<file path="src/rtl/mdu_div_iter.sv">
`default_nettype none
// ============================================================================
// Module   : mdu_div_iter
// Purpose  : Iterative restoring divider for DIV/DIVU (LO=quotient, HI=remainder).
// Revision : 1.0 - initial release
// ============================================================================
module mdu_div_iter #(
   parameter int WIDTH = 32
) (
   input  logic             clk,
   input  logic             rst,
   input  logic             start_i,
   input  logic             is_signed_i,
   input  logic [WIDTH-1:0] dividend_i,
   input  logic [WIDTH-1:0] divisor_i,
   input  logic             flush_i,
   output logic             busy_o,
   output logic             done_o,
   output logic [WIDTH-1:0] quotient_o,
   output logic [WIDTH-1:0] remainder_o
);

   localparam int            CW   = (WIDTH > 1) ? $clog2(WIDTH) : 1;
   localparam logic [CW-1:0] LAST = CW'(WIDTH - 1);

   typedef enum logic [1:0] {
      IDLE = 2'd0,
      CALC = 2'd1,
      DONE = 2'd2
   } state_t;

   state_t           state_q;
   logic [WIDTH-1:0] rem_q;
   logic [WIDTH-1:0] quo_q;
   logic [WIDTH-1:0] dvsr_q;
   logic [CW-1:0]    cnt_q;
   logic             q_neg_q;
   logic             r_neg_q;
   logic [WIDTH-1:0] quotient_q;
   logic [WIDTH-1:0] remainder_q;

   logic [WIDTH-1:0] abs_a_d;
   logic [WIDTH-1:0] abs_b_d;
   logic [WIDTH:0]   rem_sh_d;
   logic [WIDTH:0]   trial_d;
   logic [WIDTH-1:0] rem_d;
   logic [WIDTH-1:0] quo_d;

   always_comb begin
      abs_a_d  = (is_signed_i && dividend_i[WIDTH-1]) ? (~dividend_i + 1'b1) : dividend_i;
      abs_b_d  = (is_signed_i && divisor_i[WIDTH-1])  ? (~divisor_i + 1'b1)  : divisor_i;
      // Partial remainder stays below the divisor, so the shifted value fits WIDTH+1 bits
      rem_sh_d = {rem_q, quo_q[WIDTH-1]};
      trial_d  = rem_sh_d - {1'b0, dvsr_q};
      if (!trial_d[WIDTH]) begin
         rem_d = trial_d[WIDTH-1:0];
         quo_d = {quo_q[WIDTH-2:0], 1'b1};
      end else begin
         rem_d = rem_sh_d[WIDTH-1:0];
         quo_d = {quo_q[WIDTH-2:0], 1'b0};
      end
   end

   always_ff @(posedge clk or posedge rst) begin
      if (rst) begin
         state_q     <= IDLE;
         rem_q       <= '0;
         quo_q       <= '0;
         dvsr_q      <= '0;
         cnt_q       <= '0;
         q_neg_q     <= 1'b0;
         r_neg_q     <= 1'b0;
         quotient_q  <= '0;
         remainder_q <= '0;
      end else if (flush_i) begin
         state_q <= IDLE;
      end else begin
         case (state_q)
            IDLE: begin
               if (start_i) begin
                  rem_q   <= '0;
                  quo_q   <= abs_a_d;
                  dvsr_q  <= abs_b_d;
                  cnt_q   <= '0;
                  q_neg_q <= is_signed_i & (dividend_i[WIDTH-1] ^ divisor_i[WIDTH-1]);
                  r_neg_q <= is_signed_i & dividend_i[WIDTH-1];
                  if (divisor_i == '0) begin
                     // Divide by zero: fixed all-ones quotient, raw dividend as remainder
                     quotient_q  <= '1;
                     remainder_q <= dividend_i;
                     state_q     <= DONE;
                  end else begin
                     state_q <= CALC;
                  end
               end
            end
            CALC: begin
               rem_q <= rem_d;
               quo_q <= quo_d;
               cnt_q <= cnt_q + 1'b1;
               if (cnt_q == LAST) begin
                  quotient_q  <= q_neg_q ? (~quo_d + 1'b1) : quo_d;
                  remainder_q <= r_neg_q ? (~rem_d + 1'b1) : rem_d;
                  state_q     <= DONE;
               end
            end
            DONE:    state_q <= IDLE;
            default: state_q <= IDLE;
         endcase
      end
   end

   assign busy_o      = (state_q != IDLE);
   assign done_o      = (state_q == DONE);
   assign quotient_o  = quotient_q;
   assign remainder_o = remainder_q;

endmodule
`default_nettype wire
</file>
<file path="config.mk">
export PLATFORM = sky130hd
export DESIGN_NAME = mdu_div_iter
export DESIGN_NICKNAME = d
export VERILOG_FILES = /design/src/rtl/mdu_div_iter.sv
export SDC_FILE = /design/constraint.sdc
export NUM_CORES = 1
export LEC_CHECK = 0
export ABC_AREA = 1
export CAP_MARGIN = 20
export CORE_AREA = 10 10 163 165
export DETAILED_ROUTE_END_ITERATION = 12
export DIE_AREA = 0 0 173 175
export HOLD_SLACK_MARGIN = 0.12
export PLACE_DENSITY = 0.86
export SETUP_SLACK_MARGIN = 0.4
export SLEW_MARGIN = 20
export SYNTH_ARGS = -nofsm -noshare
export SYNTH_HDL_FRONTEND = slang
export SYNTH_SLANG_ARGS = --single-unit
</file>
<file path="constraint.sdc">
create_clock -name clk -period 8.6 [get_ports clk]
set_input_delay 1.72 -clock clk [delete_from_list [all_inputs] [get_ports clk]]
set_output_delay 1.72 -clock clk [all_outputs]
set_load 0.02 [all_outputs]
</file>
==> metrics.cfg <==
[power_and_ir_drop]
peakVddDrop_mv=0.519
powerDensity_nw_per_um2=459
p_leak_uw=0.00824
finalPower_uw=7260

[clocking]
cts_resized=0
htree_levels=4
cts_tree=yes
cts_root_buf=clkbuf_16
clock-sinks=169
clockBufferDepth=2
clock_latency_ns=0.45
cts_buffers=17
cts_setup_buffers=0
clkTransAtPathRegs_ns=0.08
hold_buffers=0

[placement]
place_ws_ns=3.47
gp_congestion=0.999
dp_hpwl_microns=36400
placed_area_sq_um=15300
io_buffers=134

[final_layout]
nFillCells=2086
multiInputGateArea_sq_um=7980
fin_util=0.681
final_cell_mix=735 x nand2_1, 320 x inv_1, 211 x nor2_1, 169 x dfrtp_1, 151 x nand3_1
nets=2399
layout_commonest_cell=nand2_1
layout-drive-gt1-share=0.0456
regArea_sq_um=4230
fin_area_sq_um=15800
area_growth_pct=14.7

[floorplanning]
die_y_microns=175
die_area_sq_um=30300
ioPinCount=135
die_w_microns=173
rows=56
start_util=0.593
core_sq_um=23300

[setup_path]
r2r_cells=26
r2r_start=dvsr_q[0]
r2r_slack_ns=3.58
rr_endpoint=quotient_o[28]
setup.worst_path.start_class=register
path_class=reg2reg
arrival_ns=5.39
critPathCaptureType=register
crit_fanout=43
required_ns=8.97

[routing]
num_vias=15220
drtPass1Iterations=6
drc=0
drt_iter0_drc=2318
post_drt_wl_per_cell_microns=18.4
finalWirelength_microns=48400
drtAntennaViolNets=0
drt-vias-per-instance=5.80

[grt]
grt_antenna_before_repair=3
grt_pass1_vias=14172
grt_first_pass_wirelength_microns=76000
grt_use_total=0.310
grt_max_degree=98
grt_overflow=0

[timing]
rsz0062_at_grt=false
max_slew_margin=0.287
fin_crit_sh=0.584
fmax_ghz=0.199
finClkSkew_ns=0.0172
finalWorstSetupSlack_ns=3.58
maxSlewViolCount=0
fin_crit_ns=5.02
worstMarginPinSlew_ns=1.07
tns_ns=0
final-hold-violation-count=0
setup_viol=0

[logic_synthesis]
synth_edf_count=0
synth.cell_area_sq_um=13800
ys_warn_count=0
syn_nets=2315
synth_area_per_cell_sq_um=6.26
ys_ff_latch=169
yosys_most_used_dff=dfrtp_1
syn-instance-count=2207
yosysUniqueCellTypes=62
yosysSeqAreaShare=0.306
async_flop_share=1.00

[status]
status=finished clean

[hold_path]
hold_start=quotient_o[13]
worstHoldPathCells=2
hold_end=quotient_o[13]
hold_path_class=reg2reg

[run]
cap_violations=0

==> metrics by stage <==
stage,hold slack (ns),cells
floorplan,0.453,2207
global placement,0.461,2591
detailed placement,0.465,2591
CTS,0.485,2623
global route,0.504,2623
finish,0.483,2624
==> sequential cells by signal, indices dropped and copies added (netlist names) <==
signal and flops:
quotient_o 32, state_q 2, dvsr_q 32, quo_q 32
remainder_o 32, r_neg_q 1, rem_q 32, cnt_q 5
q_neg_q 1
==> routing by layer <==
layer / share of wire / routed length [microns] / track usage
met1: 0.43 / 20900 / 0.427
met2: 0.43 / 21000 / 0.474
met3: 0.10 / 4970 / 0.0625
met4: 0.031 / 1520 / 0.103
met5: 0.00048 / 23 / 0.00831
==> how the worst max path moves through the flow <==
stage                 startpoint             end  slack [ns]
global placement    divisor_i[0]  remainder_o[2]        3.59
CTS                    dvsr_q[0]  quotient_o[28]        3.76
detailed placement  divisor_i[0]  remainder_o[2]        3.47
finish                 dvsr_q[0]  quotient_o[28]        3.58
floorplan                    rst        cnt_q[0]        2.30
global route           quo_q[31]  quotient_o[28]        3.07
==> power breakdown <==
part | leakage, uW | internal, uW | total, uW | switching, uW
combinational | 0.00591 | 1590 | 5030 | 3440
sequential | 0.00206 | 1150 | 1450 | 305
clock | 0.000276 | 393 | 780 | 387
total | 0.00824 | 3140 | 7260 | 4130
==> Yosys cell counts, drive strengths merged, types with 35 or more instances <==
cell	number	area share
nand3	156	0.059
o22ai	38	0.017
ha	38	0.034
xor2	41	0.026
clkbuf	54	0.015
o21ai	113	0.041
dfrtp	169	0.31
inv	327	0.089
a21oi	80	0.030
nor3	35	0.014
nor2	220	0.061
nand2	763	0.22
==> worst max-delay path, stage by stage (launching register included) <==
cell	delay, ns
dfrtp_1	0.48
ha_1	0.19
inv_1	0.07
fa_1	0.42
nand2_1	0.09
nand2_1	0.08
nand3_1	0.11
nand2_2	0.10
nand2_2	0.09
nand2_2	0.07
nand2_4	0.10
nand3_2	0.25
nand2_4	0.48
ha_1	0.28
inv_1	0.06
nor4_1	0.35
nand2_1	0.12
inv_1	0.12
nand3_1	0.15
nor3_1	0.31
nand3_1	0.20
nand3b_1	0.24
nor3_1	0.17
nor2_1	0.07
nand2_1	0.09
nand2_1	0.04
o21ai_0	0.15
==> cells by family (layout without fill, tap and decap cells) <==
| group | after synthesis | count (layout) | synth area share |
|---|---|---|---|
| and+or+nand+nor | 1234 | 1234 | 0.378 |
| buffers and inverters | 409 | 506 | 0.117 |
| AOI/OAI and AO/OA | 308 | 308 | 0.132 |
| DFF | 169 | 169 | 0.306 |
| xor gates and xnor gates | 48 | 48 | 0.0305 |
| adders and majority gates | 39 | 39 | 0.0359 |
| other | 0 | 1 | 0 |
==> layout make-up <==
class                      instances  area share
tap                              319      0.0252
multi-input combinational       1629       0.504
clock buffer                      19      0.0280
antenna                            1    0.000158
timing repair buffer             143      0.0889
clock inverter                    13     0.00814
inverter                         331      0.0788
sequential                       169       0.267
No activity file was read; power rests on OpenSTA's default activity.
